$ cat config.mk
export PLATFORM = sky130hd
export DESIGN_NAME = div_iter
export DESIGN_NICKNAME = d
export VERILOG_FILES = /design/src/rtl/div_iter_pkg.sv /design/src/rtl/div_step.sv /design/src/rtl/div_iter.sv
export SDC_FILE = /design/constraint.sdc
export NUM_CORES = 1
export LEC_CHECK = 0
export ABC_CLOCK_PERIOD_IN_PS = 20700
export BUFFER_PORTS_ARGS = -buffer_cell sky130_fd_sc_hd__clkbuf_2
export CELL_PAD_IN_SITES_DETAIL_PLACEMENT = 1
export CELL_PAD_IN_SITES_GLOBAL_PLACEMENT = 2
export CORE_MARGIN = 10
export CORE_UTILIZATION = 39
export CTS_CLUSTER_DIAMETER = 80
export DETAILED_ROUTE_END_ITERATION = 8
export HOLD_SLACK_MARGIN = 0.03
export PLACE_DENSITY = 0.91
export RECOVER_POWER = 25
export SYNTH_ARGS = -nofsm -noshare
export SYNTH_HDL_FRONTEND = slang
export SYNTH_SLANG_ARGS = --single-unit
export TNS_END_PERCENT = 10
$ cat constraint.sdc
create_clock -name clk -period 20.7 [get_ports clk]
set_clock_uncertainty 0.1 [all_clocks]
set_input_delay 2.07 -clock clk [delete_from_list [all_inputs] [get_ports clk]]
set_output_delay 2.07 -clock clk [all_outputs]
set_load 0.01 [all_outputs]
$ cat src/rtl/div_iter_pkg.sv
// div_iter_pkg: shared state type and iteration constants for the iterative divider.
package div_iter_pkg;
  typedef enum logic [1:0] {IDLE, CALC, FIXUP, DONE} div_state_t;
  localparam int DIV_CNT_W  = 7;
  localparam int DIV_ITER_D = 64;
  localparam int DIV_ITER_W = 32;
endpackage

$ cat src/rtl/div_step.sv
// div_step: one restoring shift-compare-subtract iteration.
module div_step #(
  parameter int W = 64
) (
  input  logic [W-1:0] rem,
  input  logic [W-1:0] quo,
  input  logic [W-1:0] divisor,
  output logic [W-1:0] rem_next,
  output logic [W-1:0] quo_next
);
  logic [W:0] t;
  logic       ge;
  always_comb begin
    t        = {rem, quo[W-1]};
    ge       = t >= {1'b0, divisor};
    rem_next = ge ? W'(t - {1'b0, divisor}) : t[W-1:0];
    quo_next = {quo[W-2:0], ge};
  end
endmodule

$ cat src/rtl/div_iter.sv
// div_iter: iterative radix-2 restoring divider for RV64M DIV/REM and W variants.
module div_iter
  import div_iter_pkg::*;
#(
  parameter int XLEN = 64,
  parameter int WLEN = 32
) (
  input  logic            clk,
  input  logic            reset,
  input  logic            flush,
  input  logic            in_valid,
  output logic            in_ready,
  input  logic [XLEN-1:0] a,
  input  logic [XLEN-1:0] b,
  input  logic            is_signed,
  input  logic            get_div,
  input  logic            is_word,
  output logic            out_valid,
  input  logic            out_ready,
  output logic [XLEN-1:0] c
);
  div_state_t           state;
  logic [DIV_CNT_W-1:0] cnt;
  logic [XLEN-1:0]      rem, quo, dvs, rem_n, quo_n;
  logic                 neg_q, neg_r, div_q, word_q;
  logic [XLEN-1:0]      ax, bx, ma, mb, a_wx, q, r, sel, res;
  logic                 sa, sb, bz;
  assign in_ready  = state == IDLE;
  assign out_valid = state == DONE;
  always_comb begin
    a_wx = {{(XLEN-WLEN){a[WLEN-1]}}, a[WLEN-1:0]};
    ax   = is_word ? (is_signed ? a_wx : {{(XLEN-WLEN){1'b0}}, a[WLEN-1:0]}) : a;
    bx   = is_word ? (is_signed ? {{(XLEN-WLEN){b[WLEN-1]}}, b[WLEN-1:0]}
                                : {{(XLEN-WLEN){1'b0}}, b[WLEN-1:0]}) : b;
    sa   = is_signed & ax[XLEN-1];
    sb   = is_signed & bx[XLEN-1];
    ma   = sa ? -ax : ax;
    mb   = sb ? -bx : bx;
    bz   = is_word ? b[WLEN-1:0] == '0 : b == '0;
    q    = neg_q ? -quo : quo;
    r    = neg_r ? -rem : rem;
    sel  = div_q ? q : r;
    res  = word_q ? {{(XLEN-WLEN){sel[WLEN-1]}}, sel[WLEN-1:0]} : sel;
  end
  div_step #(.W(XLEN)) u_step (
    .rem      (rem),
    .quo      (quo),
    .divisor  (dvs),
    .rem_next (rem_n),
    .quo_next (quo_n)
  );
  // Word ops place the dividend in the top half of quo so 32 steps leave the quotient in the low half.
  always_ff @(posedge clk) begin
    if (reset | flush) begin
      state <= IDLE;
      cnt   <= '0;
      c     <= '0;
    end else begin
      case (state)
        IDLE: if (in_valid) begin
          div_q  <= get_div;
          word_q <= is_word;
          neg_q  <= sa ^ sb;
          neg_r  <= sa;
          rem    <= '0;
          quo    <= is_word ? {ma[WLEN-1:0], {(XLEN-WLEN){1'b0}}} : ma;
          dvs    <= mb;
          if (bz) begin
            c     <= get_div ? '1 : (is_word ? a_wx : a);
            state <= DONE;
          end else begin
            cnt   <= is_word ? DIV_CNT_W'(DIV_ITER_W) : DIV_CNT_W'(DIV_ITER_D);
            state <= CALC;
          end
        end
        CALC: begin
          rem <= rem_n;
          quo <= quo_n;
          cnt <= cnt - 1'b1;
          if (cnt == DIV_CNT_W'(1)) state <= FIXUP;
        end
        FIXUP: begin
          c     <= res;
          state <= DONE;
        end
        DONE: if (out_ready) state <= IDLE;
        default: state <= IDLE;
      endcase
    end
  end
endmodule

==> reports/metrics.yaml, run 1 <==
hold_violations: 0
fin_crit_ns: 7.93
max_stage_delay_ns: 2.23
intPower_mw: 1.08
seq_power_share_pct: 40.0
p_switching_mw: 0.488
drtAntennaViolNets: 0
cts_root_buf: "clkbuf_16"
max-cap-violations: 6
start_util_pct: 39.6
cp_slowest_cell: "clkbuf_1"
synth_area_leader_cell: "edfxtp_1"
required_ns: 20.87
violations: "max-capacitance violations, max-slew violations"
async_flop_share_pct: 0
setup_viol: 0
critPathLaunchType: "primary input"
cp_num_buf_inv: 2
critical_path_arrival_ns: 8.10
initialDrtViolationCount: 1542
port_buffers: 201
wire_per_inst_um: 24.2
ys_types: 81
antenna_found_initial: 0
grt_overflow: 0
cts_sinks: 269
slew_headroom_pct: -154
crit_fanout: 63
final_core_util_pct: 44.2
cts_buffers: 35
rows: 86
tightest_slew_ns: 3.81
dp_hpwl_um: 68200
synth_nets: 2979
critPathKind: "primary input to flip-flop"
clock_latency_ns: 0.56
maxSlewViolCount: 319
grt_max_degree: 72
clkPwrFrac_pct: 39.7
ioPinCount: 202
cts-hold-fix-buffers: 0
yosysTopAreaCellShare_pct: 26.8
area_growth_pct: 11.7
syn_inst: 2768
netlist_top_cells_count: "nand2_1, a21oi_1, o21ai_0"
fmax_mhz: 126
rsz0062_at_grt: "false"
via_per_inst: 6.06
drc: 0
fin_crit_sh_pct: 38.3
via_count: 22000
switching_share_pct: 31.2
p_per_area_nw_per_um2: 63.9
synth_edf_count: 196
htreeDepth: 2
grt_pass1_vias: 22300
outcome: "finished, violations left"
min_path_type: "flip-flop to flip-flop"
drive_gt1_share_pct: 8.65
ys_warn_count: 0
fin_tns_setup_ns: 0
cellLeakagePower_nw: 8.95
path_clk_slew_ns: 0.06
path_delay_family: "buffers and inverters"
path_cells: "clkbuf_1 > clkbuf_1 > nand3_1 > o21ai_0 > nor2b_1 > o211a_1 > a21oi_1 > nor2_1 > xnor2_1 > a21oi_1 > mux2i_1"
dr.pass1.iters: 5
max-vdd-ir-drop_uv: 53.1
tritoncts: "done"
synth_most_common_cell: "nand2_1"
synth_area_leaders: "edfxtp_1, a21oi_1, dfxtp_1, nand2_1, xnor2_1"
cts_buffer_depth: 3
wl_um: 88100
diodes: 0
gp_congestion: 0.935
p_comb_share_pct: 20.3
ys_seq_elements: 269
die_width_um: 257
avgSynthCellArea_um2: 7.92
grt_pass1_wl_um: 135000
cts_resized: 0
core_um2: 55400
ys_seq_area_share_pct: 33.5
post_cts_buffers: 0
cp-end-kind: "flip-flop"
syn-cell-area_um2: 21900
nets: 3076
num-fill-cells: 6786
ys.flop_type: "edfxtp_1"
track_usage_pct: 25.5
die_area_um2: 66100
die_h_um: 257
==> cells by family (layout without fill, tap and decap cells) <==
logic type | Yosys count | after routing | share of synthesized area, %
buffers and inverters | 285 | 408 | 4.98
XOR/XNOR | 274 | 274 | 10.9
flip-flops | 269 | 269 | 33.5
adder cells (fa/ha/maj) | 75 | 75 | 4.31
AND/OR/NAND/NOR | 953 | 953 | 20.2
multiplexers | 10 | 10 | 0.462
AO/OA/AOI/OAI | 902 | 902 | 25.6
==> state kept, by name, indices dropped and copies added, names as in the netlist <==
register / flops
c: 64
cnt: 7
div_q: 1
dvs: 64
neg_q: 1
neg_r: 1
quo: 64
rem: 64
state: 2
word_q: 1
==> per-layer routing <==
layer / global-route usage [%] / vias to the layer above / wire length, µm
li1: - / 10300 / -
met5: 0 / - / 0
met3: 3.04 / 165 / 5160
met4: 9.70 / 0 / 3540
met2: 42.4 / 774 / 41300
met1: 33.2 / 10800 / 38000
==> final timing paths <==
| check | start | endpoint | slack, ns | depth (start not counted) |
|---|---|---|---|---|
| worst min-delay path | c[41] | c[41] | 0.36 | 2 |
| worst max-delay path | is_word | quo[61] | 12.77 | 11 |
| worst max register to register | state[1] | quo[48] | 14.92 | 7 |
| worst min register to register | c[41] | c[41] | 0.36 | 2 |
==> layout by cell type, fill, tap and decap left out, types with 34 or more instances in the layout <==
master     synthesis  final
clkbuf_16          0     37
ha_1              74     73
inv_1            119    119
clkbuf_1         151     79
dfxtp_1           73     73
or3_1             43     43
nand3_1           41     41
clkbuf_2           0    133
o211ai_1          34     34
nand2_1          382    381
nor2_1           222    220
nor3_1            80     80
a211oi_1          35     35
o31ai_1           51     51
a21o_1            38     38
xor2_1           129    129
a21oi_1          306    305
edfxtp_1         196    196
xnor2_1          145    145
o21ai_0          237    237
==> power by group through the flow <==
stage	Sequential, mW	Clock [mW]	Combinational [mW]
after floorplan	0.629	0	0.203
after global placement	0.634	0	0.305
after detailed placement	0.635	0	0.312
after CTS	0.624	0.628	0.315
after global routing	0.628	0.649	0.348
final	0.626	0.621	0.318
==> worst register-to-register path, delay by kind of cell, from the launching register on <==
kind | cells | cell delay (ns)
DFF | 1 | 0.34
AOI/OAI and AO/OA | 1 | 0.16
adders and majority gates | 1 | 0.17
and+or+nand+nor | 1 | 0.24
buffers and inverters | 4 | 4.35
==> final cells by class <==
type | instances | area (µm²) | share of cell area (%)
multi-input combinational | 2214 | 13500 | 55.3
sequential | 269 | 7350 | 30.0
timing repair buffer | 225 | 1080 | 4.42
clock inverter | 20 | 188 | 0.767
inverter | 120 | 450 | 1.84
clock buffer | 43 | 950 | 3.88
tap | 748 | 936 | 3.82
==> per-stage QoR <==
stage | power (mW) | setup WS (ns) | hold WS [ns] | cell area, µm² | std cells
after floorplan | 0.833 | 11.07 | 0.350 | 21900 | 2768
after global placement | 0.939 | 14.26 | 0.349 | 23500 | 3576
after detailed placement | 0.948 | 13.95 | 0.350 | 23500 | 3576
after CTS | 1.57 | 14.54 | 0.363 | 24600 | 3639
after global routing | 1.62 | 12.55 | 0.389 | 24500 | 3639
final | 1.56 | 12.77 | 0.362 | 24500 | 3639
(Power assumes the default switching activity.)
==> inputs of run 2 (changes only) <==
--- a/config.mk
+++ b/config.mk
@@ -5,16 +5,16 @@
 export SDC_FILE = /design/constraint.sdc
 export NUM_CORES = 1
 export LEC_CHECK = 0
-export ABC_CLOCK_PERIOD_IN_PS = 20700
+export ABC_CLOCK_PERIOD_IN_PS = 8100
 export BUFFER_PORTS_ARGS = -buffer_cell sky130_fd_sc_hd__clkbuf_2
 export CELL_PAD_IN_SITES_DETAIL_PLACEMENT = 1
 export CELL_PAD_IN_SITES_GLOBAL_PLACEMENT = 2
 export CORE_MARGIN = 10
-export CORE_UTILIZATION = 39
+export CORE_UTILIZATION = 36
 export CTS_CLUSTER_DIAMETER = 80
 export DETAILED_ROUTE_END_ITERATION = 8
 export HOLD_SLACK_MARGIN = 0.03
-export PLACE_DENSITY = 0.91
+export PLACE_DENSITY = 0.85
 export RECOVER_POWER = 25
 export SYNTH_ARGS = -nofsm -noshare
 export SYNTH_HDL_FRONTEND = slang
==> constraint.sdc (replaced) <==
create_clock -name clk -period 8.1 [get_ports clk]
set_clock_uncertainty 0.1 [all_clocks]
set_input_delay 0.81 -clock clk [delete_from_list [all_inputs] [get_ports clk]]
set_output_delay 0.81 -clock clk [all_outputs]
set_load 0.01 [all_outputs]
==> run 2 against run 1 <==
  * The run still ends with max-capacitance violations, max-slew violations left
  * Sequential cell count stayed put
  * Global-route usage is 1.1 points lower
  * Core utilization is 3.5 points lower
  * Largest power group is now clock
  * Final cell count is 0.96% higher
  * Design area is 0.28% higher
  * Via count is 0.65% lower
  * Non-clock buffer count is 1 lower
  * First-iteration DRC count is 3.8% higher
  * Critical endpoint is now quo[47]
  * Sequential power grew to 2.6 times the previous value
  * Critical path depth is 4 lower
  * Power grew to 2.6 times the previous value
==> reports/metrics.yaml, run 2 (synthesized netlist as in run 1, its figures left out) <==
outcome: "finished, violations left"
violations: "max-capacitance violations, max-slew violations"
nets: 3076  # unchanged
clock_latency_ns: 0.57  # about the same
grt_max_degree: 72  # unchanged
antenna_found_initial: 0  # unchanged
path_clk_slew_ns: 0.06  # about the same
max-vdd-ir-drop_uv: 117  # +120%
cellLeakagePower_nw: 8.97  # +0.19%
track_usage_pct: 24.3  # -1.1 points
cts-hold-fix-buffers: 0  # unchanged
maxSlewViolCount: 234  # -27%
fin_crit_sh_pct: 70.2
critPathLaunchType: "flip-flop"
rows: 90  # +4.7%
fmax_mhz: 176
required_ns: 8.19  # -12.68 ns
ioPinCount: 202  # unchanged
dr.pass1.iters: 6  # +1
tritoncts: "done"
fin_crit_ns: 5.68
max_stage_delay_ns: 2.63  # +0.40 ns
die_area_um2: 71200  # +7.7%
cts_resized: 0  # unchanged
holdWs_ns: 0.352  # -0.00958 ns
final_area_um2: 24500  # +0.28%
cts_buffers: 36  # +2.9%
final_core_util_pct: 40.7  # -3.5 points
setup_viol: 0  # unchanged
tightest_slew_ns: 3.75  # -0.0552 ns
cts_buffer_depth: 3  # unchanged
final_common_cell: "nand2_1"
busiest_layer: "met2"
drive_gt1_share_pct: 8.61  # -0.035 points
placed_cell_area_um2: 23500  # +0.15%
grt_pass1_vias: 22400  # +0.20%
initialDrtViolationCount: 1601  # +3.8%
htreeDepth: 2  # unchanged
holdPathStages: 2  # unchanged
p_per_area_nw_per_um2: 164  # +160%
path_cells: "inv_1 > ha_1 > buf_4 > nand2_1 > a21oi_4 > clkbuf_1 > buf_4"
gp_congestion: 0.903  # -3.4%
core_um2: 60400  # +8.9%
grt_overflow: 0  # unchanged
area_growth_pct: 12.0
power_mw: 4.04  # +160%
wl_um: 89400  # +1.6%
critPathKind: "flip-flop to flip-flop"
use_met2_pct: 40.8  # -1.6 points
die_width_um: 267  # +3.8%
grtUsageMet3_pct: 3.15  # +0.10 points
cpMostUsedCell: "buf_4"
port_buffers: 201  # unchanged
met1_usage_pct: 31.2  # -2.1 points
drc: 0  # unchanged
cp-end-kind: "flip-flop"
crit_fanout: 66  # +4.8%
crit_cells: 7  # -4
dp_hpwl_um: 69600  # +2.1%
min_path_type: "flip-flop to flip-flop"
cp_slowest_cell: "clkbuf_1"
start_util_pct: 36.3  # -3.2 points
wire_per_inst_um: 24.3  # +0.61%
hold_violations: 0  # unchanged
rsz0062_at_grt: "false"
via_per_inst: 5.96  # -1.6%
fin_tns_setup_ns: 0  # unchanged
drtAntennaViolNets: 0  # unchanged
post_cts_buffers: 0  # unchanged
reg2reg_depth: 7  # unchanged
max-cap-violations: 4  # -2
die_h_um: 267  # +3.8%
path_delay_family: "buffers and inverters"
critical_path_arrival_ns: 5.77  # -2.33 ns
cp_num_buf_inv: 4  # +2
slew_headroom_pct: -150  # +3.7 points
final_cell_mix: "nand2_1, a21oi_1, o21ai_0"
grt_pass1_wl_um: 136000  # +0.87%
cts_root_buf: "clkbuf_16"
via_count: 21900  # -0.65%
cts_sinks: 269  # unchanged
-- run 2: layout make-up --
type	instances	area, µm²
fillers	7322	35800
multi-input cells	2214	13500
flip-flops and latches	269	7350
repair buffers	224	1080
clock buffers	46	981
well taps	782	978
inverters	120	450
clock inverters	18	190
diodes	1	2.50
-- run 2: power by group --
group	leakage [nW]	internal [mW]	switching (mW)
registers	2.41	1.55	0.0521
clock network	0.576	0.959	0.661
logic	5.99	0.271	0.548
total	8.97	2.78	1.26
-- run 2: worst paths after layout --
| path | end | startpoint | slack (ns) |
|---|---|---|---|
| hold / removal | c[18] | c[18] | 0.35 |
| setup reg to reg | quo[47] | state[1] | 2.42 |
| hold reg to reg | c[18] | c[18] | 0.35 |
| setup / recovery | quo[47] | state[1] | 2.42 |
-- run 2: worst min-delay path, cell delays in order (launching register included) --
cell and delay, ns:
dfxtp_1 0.31, nand2_1 0.05, a21oi_1 0.05
-- run 2: stage by stage --
step | worst slack [ns] | std cells
after CTS | 3.15 | 3673
after global routing | 1.89 | 3673
final | 2.42 | 3674
after floorplan | 2.61 | 2768
after global placement | 2.90 | 3609
after detailed placement | 2.68 | 3609
-- run 2: routing by layer --
metal | vias up | part of all wire (%)
met5 | - | 0
li1 | 10300 | -
met1 | 10800 | 43
met3 | 167 | 5.0
met4 | 0 | 4.0
met2 | 627 | 48
